[config.mk]
export PLATFORM = sky130hd
export DESIGN_NAME = aer_conv_event_scheduler
export DESIGN_NICKNAME = d
export VERILOG_FILES = /design/src/rtl/aer_conv_event_scheduler_pkg.sv /design/src/rtl/aer_event_fifo.sv /design/src/rtl/aer_conv_event_scheduler.sv
export SDC_FILE = /design/constraint.sdc
export NUM_CORES = 1
export LEC_CHECK = 0
export ABC_AREA = 1
export BUFFER_PORTS_ARGS = -buffer_cell sky130_fd_sc_hd__buf_4
export CAP_MARGIN = 10
export CORE_MARGIN = 10
export CORE_UTILIZATION = 40
export CTS_CLUSTER_SIZE = 10
export DETAILED_ROUTE_END_ITERATION = 8
export PLACE_DENSITY = 0.7
export SETUP_SLACK_MARGIN = 0.15
export SYNTH_ARGS = -nofsm -noshare
export SYNTH_HDL_FRONTEND = slang
export SYNTH_SLANG_ARGS = --single-unit
[constraint.sdc]
create_clock -name work_clk -period 3.4 [get_ports work_clk]
set_input_delay 0.17 -clock work_clk [delete_from_list [all_inputs] [get_ports work_clk]]
set_output_delay 0.17 -clock work_clk [all_outputs]
set_load 0.01 [all_outputs]
[src/rtl/aer_conv_event_scheduler_pkg.sv]
// aer_conv_event_scheduler_pkg: shared scan state type and width helpers for the AER conv scheduler.
package aer_conv_event_scheduler_pkg;
   typedef enum logic {IDLE = 1'b0, SCAN = 1'b1} scan_state_e;
   function automatic int out_dim(input int in_dim, input int k);
      return in_dim - k + 1;
   endfunction
   function automatic int width_of(input int n);
      return (n <= 2) ? 1 : $clog2(n);
   endfunction
endpackage

[src/rtl/aer_event_fifo.sv]
// aer_event_fifo: synchronous FIFO with registered full/empty flags.
// Ports: work_clk, rst_n (async, active-low); i_push/i_data write side; i_pop/o_data read side
// (o_data is the current head); o_full/o_empty are registered, so a write is never visible
// to the reader in the same cycle.
module aer_event_fifo
   import aer_conv_event_scheduler_pkg::*;
#(
   parameter int W     = 16,
   parameter int DEPTH = 4
) (
   input  logic         work_clk,
   input  logic         rst_n,
   input  logic         i_push,
   input  logic [W-1:0] i_data,
   input  logic         i_pop,
   output logic [W-1:0] o_data,
   output logic         o_full,
   output logic         o_empty
);
   localparam int AW = width_of(DEPTH);
   logic [W-1:0]  r_mem [DEPTH];
   logic [AW-1:0] r_wp, r_rp;
   logic [AW:0]   r_cnt, w_cnt;
   assign w_cnt  = r_cnt + (AW+1)'(i_push) - (AW+1)'(i_pop);
   assign o_data = r_mem[r_rp];
   always_ff @(posedge work_clk or negedge rst_n) begin
      if (!rst_n) begin
         r_wp    <= '0;
         r_rp    <= '0;
         r_cnt   <= '0;
         o_full  <= 1'b0;
         o_empty <= 1'b1;
      end else begin
         if (i_push) r_wp <= r_wp + 1'b1;
         if (i_pop) r_rp <= r_rp + 1'b1;
         r_cnt   <= w_cnt;
         o_full  <= w_cnt == (AW+1)'(DEPTH);
         o_empty <= w_cnt == '0;
      end
   end
   always_ff @(posedge work_clk)
      if (i_push) r_mem[r_wp] <= i_data;
endmodule

[src/rtl/aer_conv_event_scheduler.sv]
// aer_conv_event_scheduler: queues AER events and scans every channel/kernel tap into conv-core ops.
// Ports: work_clk, rst_n (async, active-low); i_ev_valid/o_ev_ready/i_ev_addr {x,y} event input;
// o_op_valid/i_op_ready with o_op_waddr, o_op_vaddr, o_op_m, o_op_n operation output;
// o_event_done end-of-scan pulse; o_err_coord sticky out-of-range flag; o_busy activity flag.
module aer_conv_event_scheduler
   import aer_conv_event_scheduler_pkg::*;
#(
   parameter  int COORD_W    = 8,
   parameter  int IN_DIM     = 28,
   parameter  int K          = 5,
   parameter  int CH         = 4,
   parameter  int FIFO_DEPTH = 4,
   localparam int OD         = out_dim(IN_DIM, K),
   localparam int WADDR_W    = width_of(CH * K * K),
   localparam int VADDR_W    = width_of(CH * OD * OD)
) (
   input  logic                 work_clk,
   input  logic                 rst_n,
   input  logic                 i_ev_valid,
   output logic                 o_ev_ready,
   input  logic [2*COORD_W-1:0] i_ev_addr,
   output logic                 o_op_valid,
   input  logic                 i_op_ready,
   output logic [WADDR_W-1:0]   o_op_waddr,
   output logic [VADDR_W-1:0]   o_op_vaddr,
   output logic [COORD_W-1:0]   o_op_m,
   output logic [COORD_W-1:0]   o_op_n,
   output logic                 o_event_done,
   output logic                 o_err_coord,
   output logic                 o_busy
);
   localparam int KW   = width_of(K);
   localparam int SW   = COORD_W + 1;
   localparam int NOPS = CH * K * K;
   localparam logic [VADDR_W-1:0] ROW_STEP = VADDR_W'(OD);
   // Going from the last tap row (m = x-(K-1)) to row 0 of the next channel.
   localparam logic [VADDR_W-1:0] CH_STEP  = VADDR_W'(OD * OD + (K - 1) * OD);
   scan_state_e          r_state, w_state;
   logic                 w_full, w_empty, w_push, w_pop, w_adv, w_last, w_step, w_jw, w_iw, w_oob, w_inr;
   logic [2*COORD_W-1:0] w_head;
   logic [COORD_W-1:0]   r_x, r_y, w_hx, w_hy;
   logic [KW-1:0]        r_i, r_j, w_i, w_j;
   // Output row/col kept as signed COORD_W+1 two's complement; negative means clipped.
   logic [SW-1:0]        r_m, r_n, w_m, w_n;
   // Vmem addresses wrap modulo 2^VADDR_W; they are exact whenever the position is in range.
   logic [VADDR_W-1:0]   r_vrow, r_vaddr, w_vrow, w_vaddr, w_hrow;
   logic [WADDR_W-1:0]   r_waddr, w_waddr;
   logic                 r_op_valid, r_done, r_err;
   assign w_oob  = i_ev_addr[2*COORD_W-1:COORD_W] >= COORD_W'(IN_DIM) ||
                   i_ev_addr[COORD_W-1:0] >= COORD_W'(IN_DIM);
   assign w_push = i_ev_valid && o_ev_ready && !w_oob;
   assign {w_hx, w_hy} = w_head;
   aer_event_fifo #(.W(2 * COORD_W), .DEPTH(FIFO_DEPTH)) u_fifo (
      .work_clk(work_clk),
      .rst_n   (rst_n),
      .i_push  (w_push),
      .i_data  (i_ev_addr),
      .i_pop   (w_pop),
      .o_data  (w_head),
      .o_full  (w_full),
      .o_empty (w_empty)
   );
   // Next scan position; the weight address is simply the flattened c/i/j counter.
   always_comb begin
      w_adv   = r_state == SCAN && (!r_op_valid || i_op_ready);
      w_last  = r_waddr == WADDR_W'(NOPS - 1);
      w_pop   = !w_empty && (r_state == IDLE || (w_adv && w_last));
      w_step  = w_pop || (w_adv && !w_last);
      w_jw    = r_j == KW'(K - 1);
      w_iw    = r_i == KW'(K - 1);
      w_hrow  = VADDR_W'(w_hx) * ROW_STEP;
      w_waddr = w_pop ? '0 : r_waddr + 1'b1;
      w_i     = (w_pop || (w_jw && w_iw)) ? '0 : w_jw ? r_i + 1'b1 : r_i;
      w_j     = (w_pop || w_jw) ? '0 : r_j + 1'b1;
      w_m     = w_pop ? {1'b0, w_hx} : !w_jw ? r_m : w_iw ? {1'b0, r_x} : r_m - 1'b1;
      w_n     = w_pop ? {1'b0, w_hy} : w_jw ? {1'b0, r_y} : r_n - 1'b1;
      w_vrow  = w_pop ? w_hrow : !w_jw ? r_vrow : w_iw ? r_vrow + CH_STEP : r_vrow - ROW_STEP;
      w_vaddr = w_pop ? w_hrow + VADDR_W'(w_hy) : w_jw ? w_vrow + VADDR_W'(r_y) : r_vaddr - 1'b1;
      w_inr   = !w_m[SW-1] && !w_n[SW-1] &&
                w_m[COORD_W-1:0] < COORD_W'(OD) && w_n[COORD_W-1:0] < COORD_W'(OD);
   end
   always_ff @(posedge work_clk or negedge rst_n)
      if (!rst_n) r_state <= IDLE;
      else r_state <= w_state;
   always_comb w_state = w_pop ? SCAN : (w_adv && w_last) ? IDLE : r_state;
   always_comb begin
      o_ev_ready   = !w_full;
      o_op_valid   = r_op_valid;
      o_op_waddr   = r_waddr;
      o_op_vaddr   = r_vaddr;
      o_op_m       = r_m[COORD_W-1:0];
      o_op_n       = r_n[COORD_W-1:0];
      o_event_done = r_done;
      o_err_coord  = r_err;
      o_busy       = r_state != IDLE || !w_empty;
   end
   always_ff @(posedge work_clk or negedge rst_n) begin
      if (!rst_n) begin
         r_x        <= '0;
         r_y        <= '0;
         r_i        <= '0;
         r_j        <= '0;
         r_m        <= '0;
         r_n        <= '0;
         r_vrow     <= '0;
         r_vaddr    <= '0;
         r_waddr    <= '0;
         r_op_valid <= 1'b0;
         r_done     <= 1'b0;
         r_err      <= 1'b0;
      end else begin
         r_done <= w_adv && w_last;
         r_err  <= r_err || (i_ev_valid && o_ev_ready && w_oob);
         if (w_step) begin
            r_i        <= w_i;
            r_j        <= w_j;
            r_m        <= w_m;
            r_n        <= w_n;
            r_vrow     <= w_vrow;
            r_vaddr    <= w_vaddr;
            r_waddr    <= w_waddr;
            r_op_valid <= w_inr;
         end else if (w_adv && w_last) begin
            r_op_valid <= 1'b0;
         end
         if (w_pop) begin
            r_x <= w_hx;
            r_y <= w_hy;
         end
      end
   end
endmodule

* Word level (Yosys, flattened, before mapping)
Memories as Yosys holds them, arrays and structs flattened.
Cells that the tools add are included.
** Storage, ports and cells
- Register bits after elaboration :: 84
- Bits in writable memories :: 64
- Input bits :: 20
- Output and inout port bits :: 40
- Logic and storage cells :: 93
- Memories kept :: 1
** Cells by class
- Add/subtract/negate cells :: 14
- Multiply operators :: 1
- Order comparisons :: 4
- Equality and inequality tests :: 4
- Mux-type cells :: 19
- Bitwise operators :: 1
- Reduce and logical (&&, ||, !) cells :: 31
** Memories
- u_fifo.r_mem :: depth 4, width 16, read ports 1, clocked after Yosys merged registers in 0, wr ports 1, RTL line aer_event_fifo.sv:21 : logic [W-1:0] r_mem [DEPTH];
** Operators by type and width (number)
- 2-to-1 mux 12 bit :: 5
- 2-to-1 mux 9 bit :: 5
- adder 12 x 8 -> 12 bit :: 2
- subtractor 9 x 1 -> 9 bit (second input constant) :: 2
- >= comparator 8 x 5 -> 1 bit (second input constant) :: 2
- less-than comparator 8 x 5 -> 1 bit (second input constant) :: 2
- adder 12 x 10 -> 12 bit (second input constant) :: 1
- subtractor 12 x 1 -> 12 bit (second input constant) :: 1
- subtractor 12 x 5 -> 12 bit (second input constant) :: 1
- logical AND 1 bit :: 11
- == test 3 bit (second input constant) :: 3
- multiplier 8 x 2 -> 9 bit (second input constant) :: 1
- 2-to-1 mux 3 bit :: 3
- logical OR 1 bit :: 8
- adder 7 x 1 -> 7 bit (second input constant) :: 1
- == test 7 bit (second input constant) :: 1
- logical NOT 1 bit :: 7
- 2-to-1 mux 7 bit :: 1
- adder 3 x 1 -> 3 bit (second input constant) :: 2
- nonzero test 2 bit :: 3
- 2-to-1 mux 1 bit :: 5
- adder 2 x 1 -> 2 bit (second input constant) :: 2
- adder 3 x 1 -> 3 bit :: 1
- logical NOT 3 bit :: 1
- 3 further kinds :: 3

* Logic depth before layout (Yosys ltp)
- Depth after elaboration :: 12
- Depth in mapped cells :: 26
- Gate-level depth less buffers :: 24

* Hierarchy
From an unflattened synthesis, not the netlist that was laid out.
** Second synthesis, totals
- Cell total of the unflattened synthesis :: 1002
- Area, all modules :: 8710.9 um2
** Modules (own cells, without submodules)
- aer_conv_event_scheduler :: instances 1, cells each 761, area an instance 5632.9 um2, sequential area each 1876.8 um2
- aer_event_fifo :: instances 1, cells each 241, area an instance 3078.0 um2, sequential area each 2148.3 um2

* Worst setup path before layout
Ideal clock, no wire load.
- Path type :: register to register
- Start :: reg u_fifo.r_rp[0]
- End :: reg r_vaddr[11], in the netlist o_op_vaddr[11]
- Setup time :: 73 ps
- Arrival :: 3522 ps
- Required time :: 3327 ps
- Setup slack :: -195 ps
- Stages on the path, launching flop included :: 25
- Buffers on the path :: 2
- Period minus slack after synthesis :: 3595 ps
- Cell sequence :: dfrtp_1 > inv_1 > clkbuf_1 > buf_2 > o21ai_0 > o22ai_1 > ha_1 > fa_1 > nand2_1 > o21ai_0 > ha_1 > nand2_1 > nor2_1 > nand2_1 > nand2_1 > nand2_1 > nand2_1 > nand3_2 > nor2_2 > nand2_1 > nand2_1 > nand3_1 > nand2_1 > nand2_1 > a21oi_2
** On the way
- Cells in the longest elaborated chain, start to end :: 6
- Elaborated cells on any way between the ends :: 7
- Those cells by class :: add/sub (2); mul (1); mux (3); memory (1)
** Ends and longest elaborated chain
- from (decl) :: RTL line aer_event_fifo.sv:22 : logic [AW-1:0] r_wp, r_rp;
- from (signal assigned) :: RTL line aer_event_fifo.sv:35 : if (i_pop) r_rp <= r_rp + 1'b1;
- memory read (4 x 16 bit)
- net u_fifo.o_data[9] :: RTL line aer_event_fifo.sv:16 : output logic [W-1:0] o_data,
- multiplier 8 x 2 -> 9 bit :: RTL line aer_conv_event_scheduler.sv:71 : w_hrow = VADDR_W'(w_hx) * ROW_STEP;
- 2-to-1 mux 12 bit :: RTL line aer_conv_event_scheduler.sv:77 : w_vrow = w_pop ? w_hrow : !w_jw ? r_vrow : w_iw ? r_vrow + CH_STEP : r_vrow - ROW_STEP;
- net w_vrow[5] :: RTL line aer_conv_event_scheduler.sv:46 : logic [VADDR_W-1:0] r_vrow, r_vaddr, w_vrow, w_vaddr, w_hrow;
- adder 12 x 8 -> 12 bit :: RTL line aer_conv_event_scheduler.sv:78 : w_vaddr = w_pop ? w_hrow + VADDR_W'(w_hy) : w_jw ? w_vrow + VADDR_W'(r_y) : r_vaddr - 1'b1;
- 2-to-1 mux 12 bit (2 in series) :: RTL line aer_conv_event_scheduler.sv:78
- to (signal assigned) :: RTL line aer_conv_event_scheduler.sv:120 : r_vaddr <= w_vaddr;
- to (decl) :: RTL line aer_conv_event_scheduler.sv:46
The timed path passes the listed nets, and every way through them passes these cells.
A chain may end at the register's enable or synchronous reset.

* Worst setup path after layout
Same ends and word-level chain as after synthesis.

==> impl_metrics.toml <==
[floorplanning]
die_y_um = 165
die_x_um = 165
core-area_um2 = 20400
pin_count = 60
start_util = 0.409
dieArea_um2 = 27100
std_cell_rows = 52

[power_and_ir_drop]
total_power_mw = 4.04
p_int_mw = 3.14
clkPwrFrac = 0.488
switching_share = 0.223
p_leak_nw = 4.67
cellPowerDensity_nw_per_um2 = 398
power_switching_mw = 0.901
vdd_drop_max_mv = 0.296
power_frac_seq = 0.475
pwr-share-comb = 0.036

[detailed_routing]
num_vias = 6883
drc = 0
drt.antenna.violating_nets = 0
first_pass_iters = 7
wirelength_um = 21000
drtIter0Drc = 603
vias_per_cell = 5.15
wire_per_inst_um = 15.7

[setup_path]
endpoint = "o_op_vaddr[11]"
crit_chain = "clkinv_4 -> o21ai_2 -> o22ai_1 -> ha_2 -> fa_2 -> xor2_2 -> nand2_1 -> o21ai_2 -> ha_1 -> nand2_1 -> nor2_1 -> nand2_1 -> nand2_2 -> nand2_1 -> nand2_1 -> nand3_2 -> nor2_2 -> nand2_1 -> nand2_1 -> nand3_1 -> nand2_1 -> nand2_1 -> a21oi_2"
ff2ff_setup_slack_ns = 0.19
end_kind = "flip-flop"
critPathKind = "flip-flop to flip-flop"
cpMostUsedCell = "nand2_1"
reg2reg_to = "o_op_vaddr[11]"
worstPathArrival_ns = 3.59
required_ns = 3.77
critPathMaxFanout = 8
cp_slowest_cell = "dfrtp_2"
cp-startpoint = "u_fifo.r_rp[0]"
r2r-start = "u_fifo.r_rp[0]"
crit_path_start_kind = "flip-flop"
worst_path_largest_cell_delay_ns = 0.46
r2r_cells = 23

[clocking]
h-tree-depth = 4
clock_path_buffers = 2
cts_tree = "done"
clock_latency_ns = 0.44
cts-buffers-inserted = 17
clock-root-buffer = "clkbuf_16"
clk_pin_slew_ns = 0.06
cts_sinks = 148

[layout]
register_area_um2 = 4030
nFillCells = 1907
areaGrowthSynthToFinish_pct = 21.4
layout-drive-gt1-share = 0.190
stdcell_area_um2 = 10100
multi_input_comb_area_um2 = 3730
final_net_count = 1117
diodes = 0

[global_routing]
grt.total_usage = 0.156
antenna_found_initial = 0
grt_pass1_wl_um = 33800
grt_overflow = 0
grt_max_degree = 56
first_global_vias = 6743

[synth]
ys_ff_latch = 148
synthArstFlopShare = 0.568
netlist_area_um2 = 8360
avgSynthCellArea_um2 = 8.73
synth_edf_count = 64
synth_nets = 1020
synth_cells = 957
ys_seq_area_frac = 0.482
ys_dominant_reg_cell = "dfrtp_1"
synthDistinctLibCells = 50
yosys_warnings = 0

[placed_design]
place_area_um2 = 9100
finalWeightedCongestion = 0.891
dpl.hpwl_um = 15000
io_buffers = 59

[sta]
grt_setup_unrepaired = "yes"
drv_slew = 0
relSlewSlack = 0.508
fin_skew_ns = 0.00655
fmax_ghz = 0.311
min_period_ns = 3.21
finalSetupViolCount = 0
fin_crit_sh = 0.945
tightest_slew_ns = 0.738
hold_violations = 0

[min_path]
hp-class = "input port to flip-flop"

[run]
maxCapViolCount = 0

[status]
status = "finished clean"
[critical path, delay by kind of cell, from the launching register on]
kind	cells	cell delay (ns)
DFF	1	0.46
buffers and inverters	1	0.13
xor gates and xnor gates	1	0.19
adders and majority gates	3	0.91
AOI/OAI and AO/OA	4	0.44
and+or+nand+nor	14	1.02
[state kept, by name, summed over array words and instances (netlist names)]
signal and count:
r_vrow 12, u_fifo.r_cnt 3, o_op_vaddr 12, u_fifo.r_rp 2
o_op_valid 1, u_fifo.r_mem 64, u_fifo.o_full 1, u_fifo.r_wp 2
o_err_coord 1, r_x 8, r_j 3, r_i 3
o_op_waddr 7, r_y 8, o_event_done 1, r_state 1
u_fifo.o_empty 1, r_n 9, r_m 9
[repair_timing]
action / CTS / global route
gates resized for setup: 8 / 35
hold buffers: 18 / 0
setup buffers: 2 / 12
hold endpoints to repair: 117 / 0
endpoints found under the setup margin: 5 / 9
pin swaps: 4 / 17
[final cells by class]
| cell class | instances | share of cell area |
|---|---|---|
| Sequential cell | 148 | 0.397 |
| Timing Repair Buffer | 125 | 0.101 |
| Clock buffer | 17 | 0.0419 |
| Multi-Input combinational cell | 657 | 0.368 |
| Inverter | 105 | 0.0401 |
| Clock inverter | 15 | 0.0191 |
| Tap cell | 270 | 0.0333 |
[cells in the mapped netlist, drive strengths merged (2+ instances only)]
cell / n / area (µm²)
nand4: 10 / 62.6
fa: 4 / 80.1
o211ai: 7 / 52.6
nand3b: 2 / 15.0
a31oi: 9 / 56.3
o221ai: 5 / 43.8
inv: 105 / 402
nand2: 201 / 779
o21ai: 106 / 531
nor2: 103 / 412
nor3: 8 / 45.0
buf: 34 / 226
and3: 2 / 12.5
nand3: 49 / 265
xor2: 22 / 200
edfxtp: 64 / 1920
xnor2: 9 / 78.8
o22ai: 22 / 138
dfrtp: 83 / 2080
ha: 39 / 488
a22oi: 3 / 22.5
or2: 6 / 37.5
a21oi: 42 / 221
clkbuf: 13 / 103
[layout by cell type (no fill, tap or decap), types with 6 or more instances in the layout]
cell type and instances:
a21oi_1 38, a31oi_1 8, buf_4 101, clkbuf_16 17, dfrtp_1 81, dlygate4sd3_1 18, edfxtp_1 64, ha_1 36
inv_1 97, inv_2 6, nand2_1 194, nand3_1 43, nand3_2 6, nand4_1 10, nor2_1 90, nor2_2 10
nor3_1 7, o211ai_1 7, o21ai_0 91, o21ai_1 9, o21ai_2 6, o22ai_1 18, xnor2_1 9, xor2_1 20
[worst min path at each step]
stage / from / end / depth (start not counted)
after floorplan: rst_n / o_err_coord / 0
after global placement: rst_n / r_i[0] / 1
after detailed placement: rst_n / r_i[0] / 1
after CTS: i_op_ready / o_event_done / 5
after global routing: i_op_ready / o_event_done / 5
final: i_op_ready / o_event_done / 5
[metrics by stage]
step                hold slack, ns   util  setup slack (ns)  setup TNS, ns  cells
floorplan                   -0.126      -             0.121              0    957
global placement             0.280  0.445             0.105              0   1273
detailed placement           0.278  0.445           0.00689              0   1273
CTS                          0.105  0.486             0.139              0   1325
global route                 0.123  0.497           -0.0126        -0.0126   1337
finish                       0.113  0.497             0.187              0   1337
[power by group through the flow]
stage	Combinational (mW)	Clock [mW]	Sequential, mW
2_1_floorplan	0.0587	0	1.95
5_1_grt	0.168	2.09	1.92
6_report	0.146	1.97	1.92
3_5_place_dp	0.132	0	1.96
3_3_place_gp	0.126	0	1.96
4_1_cts	0.148	2.00	1.92
[layer usage]
| layer | track usage | routed length (µm) |
|---|---|---|
| met5 | 0 | 0 |
| met4 | 0.0491 | 284 |
| met3 | 0.0349 | 1080 |
| met2 | 0.254 | 10100 |
| met1 | 0.202 | 9490 |
[logic make-up after synthesis]
logic type | count (synthesis) | synth area share
AO/OA/AOI/OAI | 199 | 0.132
XOR/XNOR | 31 | 0.0334
adder cells (fa/ha/maj) | 43 | 0.0680
buffers and inverters | 152 | 0.0874
flip-flops | 148 | 0.482
multiplexers | 1 | 0.00120
AND/OR/NAND/NOR | 383 | 0.197
Note: power is estimated with default switching activity, not from simulation.
